[config.mk]
export PLATFORM = sky130hd
export DESIGN_NAME = uart_alu_packet_engine
export DESIGN_NICKNAME = d
export VERILOG_FILES = /design/src/rtl/uart_alu_packet_engine.sv
export SDC_FILE = /design/constraint.sdc
export NUM_CORES = 1
export LEC_CHECK = 0
export ABC_AREA = 1
export CAP_MARGIN = 40
export CORE_MARGIN = 3
export CORE_UTILIZATION = 50
export DETAILED_ROUTE_END_ITERATION = 10
export HOLD_SLACK_MARGIN = 0.15
export PLACE_DENSITY = 0.73
export RECOVER_POWER = 25
export SYNTH_ARGS = -nofsm -noshare
export SYNTH_HDL_FRONTEND = slang
export SYNTH_SLANG_ARGS = --single-unit
[constraint.sdc]
create_clock -name clk -period 3.94 [get_ports clk]
set_clock_uncertainty 0.2 [all_clocks]
set_input_delay 0.394 -clock clk [delete_from_list [all_inputs] [get_ports clk]]
set_output_delay 0.394 -clock clk [all_outputs]
set_load 0.05 [all_outputs]
[src/rtl/uart_alu_packet_engine.sv]
// Framed ALU packet engine between UART RX and UART TX: echo, add, sub.
// Defining ALU_MUL_EN adds opcode 0xA2 with a 32-cycle shift-add multiply.
module uart_alu_packet_engine #(
    parameter int DATA_WIDTH_P = 8,
    parameter int OPND_WIDTH_P = 32
) (
    input  logic                    clk,
    input  logic                    rst_n,
    input  logic [DATA_WIDTH_P-1:0] s_axis_tdata,
    input  logic                    s_axis_tvalid,
    output logic                    s_axis_tready,
    output logic [DATA_WIDTH_P-1:0] m_axis_tdata,
    output logic                    m_axis_tvalid,
    input  logic                    m_axis_tready,
    output logic                    err_o,
    output logic                    busy_o
);

    localparam int NB = OPND_WIDTH_P / 8;
    localparam logic [7:0] LAST_BYTE = 8'(NB - 1);
    localparam logic [7:0] OP_ECHO = 8'hEC;
    localparam logic [7:0] OP_ADD  = 8'hA0;
    localparam logic [7:0] OP_SUB  = 8'hA1;
`ifdef ALU_MUL_EN
    localparam logic [7:0] OP_MUL  = 8'hA2;
    localparam logic [7:0] MUL_LAST = 8'(OPND_WIDTH_P - 1);
`endif

    typedef enum logic [3:0] {
        ST_OPCODE,
        ST_RSVD,
        ST_LEN_LO,
        ST_LEN_HI,
        ST_ECHO,
        ST_OPND,
        ST_RESP,
        ST_DRAIN
`ifdef ALU_MUL_EN
        , ST_MUL_BUSY
`endif
    } state_t;

    function automatic logic is_alu(input logic [7:0] op);
        logic r;
        case (op)
            OP_ADD:  r = 1'b1;
            OP_SUB:  r = 1'b1;
`ifdef ALU_MUL_EN
            OP_MUL:  r = 1'b1;
`endif
            default: r = 1'b0;
        endcase
        return r;
    endfunction

    function automatic logic len_ok(input logic [15:0] len);
        logic [15:0] payload;
        payload = len - 16'd4;
        return (payload % 16'(NB)) == 16'd0;
    endfunction

    state_t                    state_r;
    logic                      run_r;
    logic                      err_r;
    logic [7:0]                opcode_r;
    logic [7:0]                len_lo_r;
    logic [15:0]               len_r;
    logic [15:0]               cnt_r;
    logic [OPND_WIDTH_P-9:0]   opnd_r;
    logic [OPND_WIDTH_P-1:0]   acc_r;
    logic                      first_r;
    logic [7:0]                opnd_idx_r;
    logic [7:0]                resp_idx_r;
`ifdef ALU_MUL_EN
    logic [OPND_WIDTH_P-1:0]   mul_opnd_r;
    logic [OPND_WIDTH_P-1:0]   prod_r;
    logic [7:0]                mul_cnt_r;
    logic                      mul_last_r;
    logic [OPND_WIDTH_P-1:0]   mul_sum_s;
`endif

    logic                      s_ready_s;
    logic                      s_hs_s;
    logic                      m_hs_s;
    logic [15:0]               cnt_inc_s;
    logic                      last_s;
    logic [15:0]               len_full_s;
    logic [OPND_WIDTH_P-1:0]   opnd_full_s;

    // Input-side readiness per state; run_r keeps ready low until the first cycle out of reset.
    always_comb begin
        s_ready_s = 1'b0;
        case (state_r)
            ST_OPCODE, ST_RSVD, ST_LEN_LO, ST_LEN_HI, ST_OPND, ST_DRAIN:
                s_ready_s = run_r;
            ST_ECHO: s_ready_s = m_axis_tready;
            default: s_ready_s = 1'b0;
        endcase
    end

    // Handshakes, byte-count end detection and the assembled operand.
    always_comb begin
        s_hs_s      = s_axis_tvalid & s_ready_s;
        m_hs_s      = m_axis_tvalid & m_axis_tready;
        cnt_inc_s   = cnt_r + 16'd1;
        last_s      = (cnt_inc_s == len_r);
        len_full_s  = {s_axis_tdata, len_lo_r};
        opnd_full_s = {s_axis_tdata, opnd_r};
`ifdef ALU_MUL_EN
        if (mul_opnd_r[0]) begin
            mul_sum_s = prod_r + acc_r;
        end else begin
            mul_sum_s = prod_r;
        end
`endif
    end

    // Output stream: zero-latency pass-through while echoing, accumulator bytes while responding.
    always_comb begin
        m_axis_tvalid = 1'b0;
        m_axis_tdata  = 8'h00;
        if (state_r == ST_ECHO) begin
            m_axis_tvalid = s_axis_tvalid;
            m_axis_tdata  = s_axis_tdata;
        end else if (state_r == ST_RESP) begin
            m_axis_tvalid = 1'b1;
            m_axis_tdata  = acc_r[{resp_idx_r, 3'b000} +: 8];
        end else begin
            m_axis_tvalid = 1'b0;
            m_axis_tdata  = 8'h00;
        end
    end

    assign s_axis_tready = s_ready_s;
    assign err_o         = err_r;
    assign busy_o        = (state_r != ST_OPCODE);

    // Packet parser, ALU datapath and response sequencing.
    always_ff @(posedge clk) begin
        if (!rst_n) begin
            state_r    <= ST_OPCODE;
            run_r      <= 1'b0;
            err_r      <= 1'b0;
            opcode_r   <= 8'h00;
            len_lo_r   <= 8'h00;
            len_r      <= 16'd0;
            cnt_r      <= 16'd0;
            opnd_r     <= '0;
            acc_r      <= '0;
            first_r    <= 1'b0;
            opnd_idx_r <= 8'd0;
            resp_idx_r <= 8'd0;
`ifdef ALU_MUL_EN
            mul_opnd_r <= '0;
            prod_r     <= '0;
            mul_cnt_r  <= 8'd0;
            mul_last_r <= 1'b0;
`endif
        end else begin
            run_r <= 1'b1;
            err_r <= 1'b0;
            case (state_r)
                ST_OPCODE: begin
                    if (s_hs_s) begin
                        opcode_r <= s_axis_tdata;
                        cnt_r    <= 16'd1;
                        state_r  <= ST_RSVD;
                    end
                end
                ST_RSVD: begin
                    if (s_hs_s) begin
                        cnt_r   <= cnt_inc_s;
                        state_r <= ST_LEN_LO;
                    end
                end
                ST_LEN_LO: begin
                    if (s_hs_s) begin
                        len_lo_r <= s_axis_tdata;
                        cnt_r    <= cnt_inc_s;
                        state_r  <= ST_LEN_HI;
                    end
                end
                ST_LEN_HI: begin
                    if (s_hs_s) begin
                        len_r      <= len_full_s;
                        cnt_r      <= cnt_inc_s;
                        opnd_idx_r <= 8'd0;
                        first_r    <= 1'b1;
                        if (len_full_s <= 16'd4) begin
                            state_r <= ST_OPCODE;
                        end else if (opcode_r == OP_ECHO) begin
                            state_r <= ST_ECHO;
                        end else if (!is_alu(opcode_r) || !len_ok(len_full_s)) begin
                            err_r   <= 1'b1;
                            state_r <= ST_DRAIN;
                        end else begin
                            state_r <= ST_OPND;
                        end
                    end
                end
                ST_ECHO: begin
                    if (s_hs_s) begin
                        cnt_r <= cnt_inc_s;
                        if (last_s) begin
                            state_r <= ST_OPCODE;
                        end
                    end
                end
                ST_OPND: begin
                    if (s_hs_s) begin
                        cnt_r  <= cnt_inc_s;
                        opnd_r <= opnd_full_s[OPND_WIDTH_P-1:8];
                        if (opnd_idx_r == LAST_BYTE) begin
                            opnd_idx_r <= 8'd0;
                            first_r    <= 1'b0;
                            resp_idx_r <= 8'd0;
                            state_r    <= last_s ? ST_RESP : ST_OPND;
                            if (first_r) begin
                                acc_r <= opnd_full_s;
                            end else begin
                                case (opcode_r)
                                    OP_ADD: acc_r <= acc_r + opnd_full_s;
                                    OP_SUB: acc_r <= acc_r - opnd_full_s;
`ifdef ALU_MUL_EN
                                    OP_MUL: begin
                                        mul_opnd_r <= opnd_full_s;
                                        prod_r     <= '0;
                                        mul_cnt_r  <= 8'd0;
                                        mul_last_r <= last_s;
                                        state_r    <= ST_MUL_BUSY;
                                    end
`endif
                                    default: acc_r <= acc_r;
                                endcase
                            end
                        end else begin
                            opnd_idx_r <= opnd_idx_r + 8'd1;
                        end
                    end
                end
`ifdef ALU_MUL_EN
                ST_MUL_BUSY: begin
                    prod_r     <= mul_sum_s;
                    acc_r      <= acc_r << 1;
                    mul_opnd_r <= mul_opnd_r >> 1;
                    mul_cnt_r  <= mul_cnt_r + 8'd1;
                    if (mul_cnt_r == MUL_LAST) begin
                        acc_r      <= mul_sum_s;
                        resp_idx_r <= 8'd0;
                        state_r    <= mul_last_r ? ST_RESP : ST_OPND;
                    end
                end
`endif
                ST_RESP: begin
                    if (m_hs_s) begin
                        if (resp_idx_r == LAST_BYTE) begin
                            state_r <= ST_OPCODE;
                        end else begin
                            resp_idx_r <= resp_idx_r + 8'd1;
                        end
                    end
                end
                ST_DRAIN: begin
                    if (s_hs_s) begin
                        cnt_r <= cnt_inc_s;
                        if (last_s) begin
                            state_r <= ST_OPCODE;
                        end
                    end
                end
                default: state_r <= ST_OPCODE;
            endcase
        end
    end

endmodule

* Yosys cells after proc, flatten, opt, wreduce, memory -nomap -nowiden
Cells that the tools add are included.
Operators by class: shifts and indexed selects 1, reduce and logical (&&, ||, !) cells 25, equal/unequal tests 25, muxes and demuxes 46, $lt $le $gt $ge 1, add/subtract/negate cells 6, bitwise gates (word level) 5
Operators with widths (count):
- 2-to-1 mux 8 bit | 9
- one-hot mux 32 bit (2 select lines) | 1
- 2-to-1 mux 4 bit | 10
- adder 32 bit | 1
- 2-to-1 mux 16 bit | 2
- 2-to-1 mux 32 bit | 1
- one-hot mux 16 bit (2 select lines) | 1
- one-hot mux 8 bit (2 select lines) | 2
- indexed part select 32 x 12 -> 8 bit | 1
- subtractor 32 bit | 1
- one-hot mux 4 bit (7 select lines) | 1
- equality test 8 bit, second input constant | 3
- adder 16 x 1 -> 16 bit, second input constant | 1
- adder 8 x 1 -> 8 bit, second input constant | 2
- equality test 16 bit | 1
- equality test 4 x 3 -> 1 bit, second input constant | 4
- equality test 8 x 2 -> 1 bit, second input constant | 2
- less-or-equal comparator 16 x 3 -> 1 bit, second input constant | 1
- zero test 16 bit | 1
- != test 2 bit, second input constant | 8
- 2-to-1 mux 1 bit | 13
- OR reduction 6 bit | 2
- AND reduction 10 bit | 1
- equality test 4 x 2 -> 1 bit, second input constant | 2
- 20 further kinds | 38
Storage, ports and cells: logic and storage cells 121, register bits 127

* Logic depth before layout (Yosys ltp)
Gate-level depths: netlist of run 1.
depth after elaboration 15, mapped depth 24, depth with buffers taken out 24

* Worst setup path before layout of run 1
Ideal clock, no wire load.
path type register to register, start register opnd_r[0], end register acc_r[31], library setup time 70 ps, clock period less this slack 3355 ps, arrival 3085 ps, buffers on the path 0, slack 585 ps, data required time 3670 ps, cell stages (with the launch flop) 22, cell sequence dfxtp_1 -> inv_1 -> ha_1 -> nand3_1 -> nor2_1 -> nand4_1 -> nor2_1 -> nand2_1 -> o31ai_1 -> o21ai_0 -> xor2_1 -> ha_1 -> nand2_1 -> nor2_1 -> inv_1 -> nor4_1 -> nand2_1 -> nand4_1 -> nand2_1 -> nand3_1 -> nand2_1 -> a21oi_1
Between the ends: word-level cells in the longest chain between the ends 3
Ends and longest elaborated chain:
- start, declared | RTL line 69 | logic [OPND_WIDTH_P-9:0] opnd_r;
- start signal, assigned | RTL line 212 | opnd_r <= opnd_full_s[OPND_WIDTH_P-1:8];
- subtractor 32 bit / adder 32 bit (equally long branches) | RTL line 223, 222
- one-hot mux 32 bit (2 select lines) * | RTL line 221 | case (opcode_r)
- 2-to-1 mux 32 bit * | RTL line 218 | if (first_r) begin
- end signal, assigned | RTL line 219 | acc_r <= opnd_full_s;
- end signal, assigned | RTL line 222 | OP_ADD: acc_r <= acc_r + opnd_full_s;
- end signal, assigned | RTL line 223 | OP_SUB: acc_r <= acc_r - opnd_full_s;
- end, declared | RTL line 70 | logic [OPND_WIDTH_P-1:0] acc_r;
Every way passes the cells marked *; elsewhere a longest branch is shown, timed or not. A chain may end at the register's enable or synchronous reset.

* Worst setup path after layout of run 1
Same ends and word-level chain as after synthesis.

==> summary.md, run 1 <==
| Metric | Value |
|---|---|
| Final nets | `1422` |
| Worst slew pin tran | `1.77 ns` |
| Via density | `5.73` |
| Setup crit end kind | `register` |
| Clk sinks | `126` |
| # fillers | `1675` |
| CP arrival | `3.91 ns` |
| Post-synth EDFFs | `0` |
| Commonest non-fill, non-tap cell in the layout | `nand2_1` |
| Skew-Pair Late Insertion Delay | `0.42 ns` |
| Clock share of power | `25.4%` |
| Worst Path Max Fanout | `3` |
| Comb pwr share | `53.1%` |
| Post-synthesis compound-gate area fraction | `22.4%` |
| Full die area | `0.0191 mm^2` |
| Hold Vio Cnt, Final | `0` |
| Total GRT Usage | `26.9%` |
| Max_cap viols | `1` |
| Final setup fails | `0` |
| Net Sw Frac | `45.9%` |
| Largest net degree at the start of global routing | `70` |
| Leakage | `0.00427 uW` |
| WL per Instance | `16.6 um` |
| Peak VDD IR | `406 uV` |
| Worst relative slew slack | `-18.2%` |
| Post-Route WL | `26700 um` |
| Part of the power in registers | `21.5%` |
| WHS Path Cells | `2` |
| Min-delay worst type | `reg -> reg` |
| Number of diodes | `0` |
| Slew Viols, Final | `47` |
| Gp weighted congestion | `0.963` |
| Failing checks | `max-capacitance violations, max-slew violations` |
| Clock slew at reported path FFs | `0.06 ns` |
| Initial DRC Count | `856` |
| Global route overflow | `0` |
| Final Core Density | `58.9%` |
| Die Span X | `138 um` |
| Status | `complete, but fails checks` |
| Switching power | `3030 uW` |
| Unrepaired setup endpoints after global routing | `true` |
| Hold-fix buffers, CTS | `0` |
| CTS buffer count | `17` |
| Placed Cells | `1572` |
| Die Y | `138 um` |
| CTS Buffer Depth | `2` |
| CP required | `4.07 ns` |
| Power Dens Cells | `667 mW/mm^2` |
| Vias | `9190` |
| Yosys cell types | `52` |
| Fin crit share | `95.8%` |
| Synthesized flop and latch total | `126` |
| Top_reg_cell synth | `dfxtp_1` |
| Clk root buf | `clkbuf_16` |
| R2R Setup Slk | `0.16 ns` |
| Post-Synth XOR/XNOR Area | `5.82%` |
| Register area share after synthesis | `28.8%` |
| Initial antenna violation count | `0` |
| R2r startpoint | `opnd_r[0]` |
| Reg2Reg Capture Point | `acc_r[31]` |
| Port Buffers | `23` |
| Core outline area | `0.0168 mm^2` |
| Simple-gate share of the synthesized area | `28.4%` |
| Final ANT Viol Nets | `0` |
| Commonest non-fill, non-tap cells in the layout | `268 x nand2_1, 191 x a21oi_1, 150 x inv_1` |
| Vias in the first global route | `8304` |
| HPWL after DPL | `19500 um` |
| Startpoint types | `register` |
| Setup CP Type | `reg -> reg` |
| Top cell type's share of synthesized area | `28.8%` |
| Synth top area cells | `dfxtp_1 29%, nand2_1 12%, a21oi_1 11%, o21ai_0 7.6%, inv_1 6.5%` |
| Area delta synth->final | `13.3%` |
| # IOs | `24` |
| Dominant cell type by area after synthesis | `dfxtp_1` |
| First-pass GRT wire length | `42500 um` |
| Largest family of logic cells by synthesized area | `simple AND/OR/NAND/NOR gates` |
| Avg Cell Area, Syn | `6.44 um^2` |
| # H-tree levels | `4` |
| Final Instance Count excl. Fillers | `1604` |
| Async S/R FF share, synth | `0%` |
| Min Tclk post-route | `3.78 ns` |
| Worst Min Path Start | `opcode_r[5]` |
| Post-Synth Adder-Cell Area | `5.24%` |
| Drt pass-1 iters | `8` |
| Hold Path Sink | `opcode_r[5]` |
| Net count after synthesis | `1405` |
| Yosys warning total | `0` |
| Pint | `3580 uW` |
| Post-Syn Area | `0.00874 mm^2` |
| Share of cells above drive strength 1 | `9.47%` |
| Multiplexer area fraction after synthesis | `0%` |
| Worst reg-to-reg path cell count | `24` |
| # DRC | `0` |
| Mapped Cells | `1357` |
| Initial Util | `52.0%` |
| # rows | `47` |
| Peak Freq | `0.265 GHz` |
| CTS tree | `done` |
[layer usage]
layer | GRT usage, % | vias up | routed length [um]
met5 | 0 | - | 0
met3 | 6.46 | 42 | 2360
met4 | 6.81 | 0 | 555
met1 | 36.8 | 4212 | 11600
li1 | - | 4558 | -
met2 | 43.1 | 378 | 12100
[power by group through the flow]
stage | Clock (uW) | Sequential, uW | Combinational (uW)
final | 1680 | 1420 | 3510
after global routing | 1750 | 1430 | 3850
after CTS | 1690 | 1420 | 3280
after detailed placement | 0 | 1440 | 3250
after global placement | 0 | 1440 | 3250
after floorplan | 0 | 1400 | 2430
[through the flow]
step           cell area [um^2]  total power, uW  hold slack (ns)  worst slack (ns)  TNS [ns]
2_1_floorplan              8740             3830            0.222             0.585         0
5_1_grt                    9900             7030            0.293           -0.0729    -0.211
6_report                   9900             6610            0.264             0.164         0
3_5_place_dp               9160             4700            0.257           0.00911         0
3_3_place_gp               9160             4700            0.244             0.120         0
4_1_cts                    9790             6390            0.263            0.0553         0
[registers in the layout, indices dropped and copies added (netlist names)]
signal	flops
acc_r	32
opnd_r	24
cnt_r	16
len_r	16
len_lo_r	8
opcode_r	8
opnd_idx_r	8
resp_idx_r	8
state_r	3
err_o	1
first_r	1
run_r	1
[how the worst max path moves through the flow]
stage,from,endpoint,slack (ns),depth (start not counted)
after global placement,opnd_r[0],acc_r[31],0.12,21
final,opnd_r[0],acc_r[31],0.16,24
after floorplan,opnd_r[0],acc_r[31],0.58,21
after global routing,opnd_r[0],acc_r[31],-0.07,21
after detailed placement,opnd_r[1],acc_r[31],0.009,21
after CTS,opnd_r[1],acc_r[31],0.06,21
[synth_stat cells, types with 2 or more instances]
master,n
a21o_1,6
a21oi_1,195
a22oi_1,2
a31oi_1,3
a32oi_1,2
buf_1,2
buf_2,6
buf_6,3
clkbuf_1,36
clkinv_1,2
dfxtp_1,126
ha_1,35
inv_1,151
inv_2,6
nand2_1,273
nand2_2,9
nand3_1,89
nand3_2,4
nand3b_1,3
nand4_1,14
nor2_1,119
nor2_2,8
nor2_4,5
nor3_1,27
nor3_2,2
nor4_1,6
o21a_1,3
o21ai_0,133
o21ai_1,5
o22ai_1,4
o31ai_1,3
or2_2,3
xnor2_1,6
xnor3_1,2
xor2_1,47
[critical path, stage by stage, from the launching register on]
cell and delay [ns]:
dfxtp_1 0.32, inv_1 0.10, ha_2 0.21, nand3_2 0.12, nor2_4 0.15, nand4_1 0.12, nor2_2 0.21, nand2_2 0.11
o21ai_2 0.18, nand2_2 0.11, a21oi_4 0.17, o21ai_2 0.08, xor2_1 0.15, ha_1 0.34, nand2_2 0.09, inv_1 0.06
nand3_1 0.12, a21oi_1 0.07, nor3_2 0.22, nand3_1 0.10, a21oi_1 0.13, nand3_1 0.09, nand3_1 0.07, nand2_1 0.06
a21oi_1 0.11
[area by class of cell]
class | instances | area [um^2] | area share, %
inverters | 159 | 597 | 6.03
well taps | 220 | 275 | 2.78
repair buffers | 46 | 374 | 3.78
flip-flops and latches | 126 | 2520 | 25.5
clock buffers | 23 | 488 | 4.93
multi-input cells | 1024 | 5520 | 55.7
clock inverters | 6 | 133 | 1.34
[repair_timing]
item,4_1_cts,5_1_grt
pin swaps,0,9
gates resized for setup,2,38
hold endpoints to repair,0,0
setup endpoints to repair,1,15
buffers inserted,0,3
[cells by family (layout without fill, tap and decap cells)]
family,count (synthesis),after routing
flops,126,126
xor+xnor,55,55
buf+inv,207,234
simple gates,566,566
compound gates,367,367
fa+ha+maj,36,36
(Power assumes the default switching activity.)
==> run 2, diff against run 1 <==
CORE_ASPECT_RATIO = 0.8   (was unset)
GPL_ROUTABILITY_DRIVEN = 0   (was unset)
==> run 2 against run 1 <==
Compared with the run above:
- the run still ends with max-capacitance violations, max-slew violations left
- combinational power increased by 4%
- worst hold slack improved by 0.0057 ns
- first-iteration DRC count increased by 13%
- setup slack improved by 0.0082 ns
- register-to-register slack about the same
- routed wire length increased by 0.17%
- total power increased by 2.4%
- non-clock buffer count increased by 4
- die area about the same
- flip-flop and latch count unchanged
- highest routed layer unchanged
==> summary.md, run 2 (same netlist as run 1, synthesis figures left out) <==
| Metric | Value |
|---|---|
| # fillers | `1552` |
| Clock slew at reported path FFs | `0.06 ns` |
| Status | `complete, but fails checks` |
| Final setup fails | `0` |
| Startpoint types | `register` |
| Setup CP Type | `reg -> reg` |
| Power after layout | `6760 uW` |
| Global route overflow | `0` |
| Design area | `0.00998 mm^2` |
| Number of diodes | `0` |
| Largest net degree at the start of global routing | `56` |
| Port Buffers | `23` |
| # DRC | `0` |
| Final Instance Count excl. Fillers | `1608` |
| Failing checks | `max-capacitance violations, max-slew violations` |
| First-pass GRT wire length | `42000 um` |
| # IOs | `24` |
| HPWL after DPL | `19400 um` |
| Die Span X | `154 um` |
| Final nets | `1426` |
| Max_cap viols | `1` |
| Initial DRC Count | `965` |
| # H-tree levels | `4` |
| WL per Instance | `16.6 um` |
| Min Tclk post-route | `3.77 ns` |
| Share of cells above drive strength 1 | `10.4%` |
| Core outline area | `0.0168 mm^2` |
| Fin crit share | `95.6%` |
| WHS Path Cells | `2` |
| Skew-Pair Late Insertion Delay | `0.42 ns` |
| Hold Path Sink | `opcode_r[5]` |
| Final ANT Viol Nets | `0` |
| Unrepaired setup endpoints after global routing | `true` |
| Worst hold slack | `0.270 ns` |
| Power Dens Cells | `678 mW/mm^2` |
| CTS tree | `done` |
| Hold Vio Cnt, Final | `0` |
| # rows | `42` |
| Total GRT Usage | `26.9%` |
| Regs by FF count | `acc_r x32, opnd_r x24` |
| Largest register FFs | `32` |
| Clk sinks | `126` |
| Die Y | `124 um` |
| Initial antenna violation count | `0` |
| Area delta synth->final | `14.1%` |
| Worst Path Max Fanout | `5` |
| CP arrival | `3.91 ns` |
| Placed Cells | `1573` |
| Commonest non-fill, non-tap cells in the layout | `267 x nand2_1, 187 x a21oi_1, 149 x inv_1` |
| Worst Min Path Start | `opcode_r[5]` |
| Worst relative slew slack | `-21.1%` |
| Slew Viols, Final | `47` |
| Post-DP Area | `0.00917 mm^2` |
| Commonest non-fill, non-tap cell in the layout | `nand2_1` |
| Reg2Reg Capture Point | `acc_r[27]` |
| Drt pass-1 iters | `6` |
| Biggest register | `acc_r` |
| CTS Buffer Depth | `2` |
| CTS buffer count | `17` |
| R2R Setup Slk | `0.17 ns` |
| Hold-fix buffers, CTS | `0` |
| R2r startpoint | `opnd_r[2]` |
| Initial Util | `52.0%` |
| Worst reg-to-reg path cell count | `20` |
| Min-delay worst type | `reg -> reg` |
| Worst slew pin tran | `1.82 ns` |
| Full die area | `0.0191 mm^2` |
| Peak Freq | `0.265 GHz` |
| Vias | `9216` |
| Setup crit end kind | `register` |
| CP required | `4.09 ns` |
| Peak VDD IR | `357 uV` |
| Clk root buf | `clkbuf_16` |
| Post-Route WL | `26700 um` |
| Leakage | `0.00430 uW` |
| Via density | `5.73` |
| Vias in the first global route | `8035` |
-- run 2: power breakdown --
part | total [uW] | internal (uW) | switching [uW]
clock | 1680 | 1110 | 570
combinational | 3660 | 1170 | 2490
sequential | 1420 | 1340 | 86.2
-- run 2: worst max-delay path by stage --
stage                    from         to  slack (ns)
floorplan           opnd_r[0]  acc_r[31]        0.58
global placement    opnd_r[0]  acc_r[24]        0.05
detailed placement  opnd_r[0]  acc_r[31]        0.08
CTS                 opnd_r[0]  acc_r[31]        0.04
global route        opnd_r[0]  acc_r[26]       -0.07
finish              opnd_r[2]  acc_r[27]        0.17
-- run 2: layout make-up --
cell class | instances | area (um^2) | area share [%]
inverters | 159 | 597 | 5.98
multi-input cells | 1024 | 5560 | 55.7
well taps | 220 | 275 | 2.76
flip-flops and latches | 126 | 2520 | 25.3
clock buffers | 23 | 488 | 4.89
clock inverters | 6 | 133 | 1.33
repair buffers | 50 | 400 | 4.01
-- run 2: timing repair --
action                                  CTS  global route
gates resized for setup                   2            49
endpoints found under the setup margin    2            15
buffers inserted                          0             6
pin swaps                                 0            13
cloned                                    0             0
-- run 2: critical path, stage by stage (launching register included) --
cell     delay, ns
dfxtp_1       0.29
inv_1         0.14
nand3_1       0.17
nor2_1        0.20
nand4_1       0.18
nor2_2        0.24
inv_1         0.12
o21ai_0       0.21
xnor2_1       0.14
inv_1         0.07
ha_1          0.36
nand2_1       0.12
nor2_1        0.28
inv_1         0.14
nor2_1        0.21
nand3_1       0.15
a21oi_2       0.18
nor2_1        0.05
nand2_1       0.08
nand2_1       0.05
a21oi_1       0.12
-- run 2: metrics by stage --
step | util, % | TNS (ns) | setup slack (ns)
global placement | 54.5 | 0 | 0.0504
global route | 59.3 | -0.166 | -0.0744
floorplan | - | 0 | 0.585
CTS | 58.3 | 0 | 0.0430
detailed placement | 54.5 | 0 | 0.0775
finish | 59.3 | 0 | 0.172
-- run 2: per-layer routing --
layer  track usage, %  vias up  part of all wire, %
li1                 -     4550                    -
met1             41.7     4216                   48
met2             37.3      415                   41
met3             7.02       35                  9.8
met4             5.50        0                  1.4
met5                0        -                    0
==> RTL edit, RTL diff (settings of run 1) <==
The option `ALU_MUL_EN` is turned on by a define.
--- a/src/rtl/uart_alu_packet_engine.sv
+++ b/src/rtl/uart_alu_packet_engine.sv
@@ -2,2 +2,4 @@
 // Defining ALU_MUL_EN adds opcode 0xA2 with a 32-cycle shift-add multiply.
+`define ALU_MUL_EN
+
 module uart_alu_packet_engine #(
Formal check against the unedited RTL: no difference found for any inputs over 4 cycles, from zero or initial values and one cycle with rst_n low; that may be too few to reach the edited logic, so the function may still have changed.
==> RTL edit against run 1 <==
- die area grew 61%
- highest routed layer unchanged
- sequential cell count increased by 74
- critical path depth down 1
- total power grew 23%
- global-route usage grew 4.3 points
- the flow still finishes with violations (max-capacitance violations, max-slew violations)
- setup slack worse by 0.028 ns
- synthesized cell count increased by 67%
- design area is 61% higher
- area after synthesis grew 64%
- routed wire length is 85% higher
- hold slack improved by 0.00093 ns
==> RTL edit: results (changes against run 1) <==
[synth]
synth_commonest_cells = nand2_1 (528), a21oi_1 (281), inv_1 (225)  ; was nand2_1 (273), a21oi_1 (195), inv_1 (151)
yosys.cell_types.count = 54  ; was 52
syn_inst = 2262  ; was 1,357
synthTopCellsByArea = dfxtp_1 (28%), nand2_1 (14%), a21oi_1 (9.8%), o21ai_0 (7.0%), inv_1 (5.9%)  ; was dfxtp_1 (29%), nand2_1 (12%), a21oi_1 (11%), o21ai_0 (7.6%), inv_1 (6.5%)

[grt]
grt_max_degree = 62  ; was 70
grt_pass1_wl_mm = 77.1  ; was 42.5 mm

[finish]
fin_nets = 2367  ; was 1,422
drive_gt1_share_pct = 8.48  ; was 9.47%
reg.largest.list = acc_r x32, mul_opnd_r x32, prod_r x32  ; was acc_r x32, opnd_r x24
stdcell_count = 2677  ; was 1,604

[route]
drtPass1Iterations = 6  ; was 8
drt_iter0_drc = 1763  ; was 856
wirelength_mm = 49.4  ; was 26.7 mm
vias = 15700  ; was 9,190

[placement]
place.gp.congestion = 1.02  ; was 0.963
place_ws_ns = -0.126  ; was 0.00911 ns

[outcome]
violations = max-capacitance violations, max-slew violations  ; unchanged
outcome = finished, violations left  ; unchanged

[clock_tree]
path_clk_slew_ns = 0.08  ; was 0.06 ns
insertion_delay_ns = 0.45  ; was 0.42 ns

[power_and_ir_drop]
leakage_nw = 6.66  ; was 4.27 nW
peakVddDrop_mv = 0.337  ; was 0.406 mV

[flow_run]
drv_cap = 1  ; unchanged

[timing]
tightest_slew_ns = 2.21  ; was 1.77 ns
slew_violations = 61  ; was 47

RTL edit: final timing paths:
path	start	to	slack, ns	cells past startpoint
max	opnd_r[1]$_SDFFE_PN0P_	acc_r[19]$_SDFFE_PN0P_	0.14	23
min	mul_cnt_r[2]$_SDFFE_PN0P_	mul_cnt_r[2]$_SDFFE_PN0P_	0.27	2
max reg2reg	opnd_r[1]$_SDFFE_PN0P_	acc_r[19]$_SDFFE_PN0P_	0.14	23
min reg2reg	mul_cnt_r[2]$_SDFFE_PN0P_	mul_cnt_r[2]$_SDFFE_PN0P_	0.27	2
RTL edit: through the flow:
step / util [%] / setup TNS (ns)
floorplan: - / 0
global placement: 53.8 / -0.232
detailed placement: 54.0 / -0.126
CTS: 56.2 / 0
global route: 57.0 / -0.391
finish: 57.0 / 0
RTL edit: area by class of cell:
cell class | instances | area [um^2]
Multi-Input combinational cell | 1748 | 9310
Clock buffer | 20 | 437
Fill cell | 2781 | 12000
Tap cell | 378 | 473
Inverter | 232 | 875
Clock inverter | 12 | 135
Sequential cell | 200 | 4010
Timing Repair Buffer | 87 | 732
RTL edit: power by group through the flow:
stage / sequential [mW] / combinational (mW) / clock (mW)
3_3_place_gp: 2.19 / 3.64 / 0
6_report: 2.15 / 4.17 / 1.78
2_1_floorplan: 2.17 / 2.41 / 0
3_5_place_dp: 2.19 / 3.63 / 0
5_1_grt: 2.15 / 4.47 / 1.87
4_1_cts: 2.14 / 3.71 / 1.79
RTL edit: cells by family after synthesis:
group	synth area share [%]
compound gates	23.5
xor+xnor	4.25
fa+ha+maj	6.13
buf+inv	8.49
flops	27.9
simple gates	29.6
RTL edit: timing repair:
action                     CTS  global route
pin swaps                    0            28
hold endpoints to repair     0             0
gates resized for setup      7            72
cloned                       0             0
setup endpoints to repair    4            21
setup buffers                0            10
RTL edit: tightest hold or removal path, cell delays in order, from the launching register on:
cell	delay, ns
dfxtp_1	0.33
inv_1	0.05
a21oi_1	0.05
RTL edit: layer usage:
metal | global-route usage, % | vias up | wire length [um]
met5 | 0 | - | 0
met4 | 11.1 | 0 | 1600
met3 | 4.00 | 97 | 3890
met2 | 51.1 | 669 | 22600
met1 | 42.6 | 7246 | 21300
li1 | - | 7647 | -
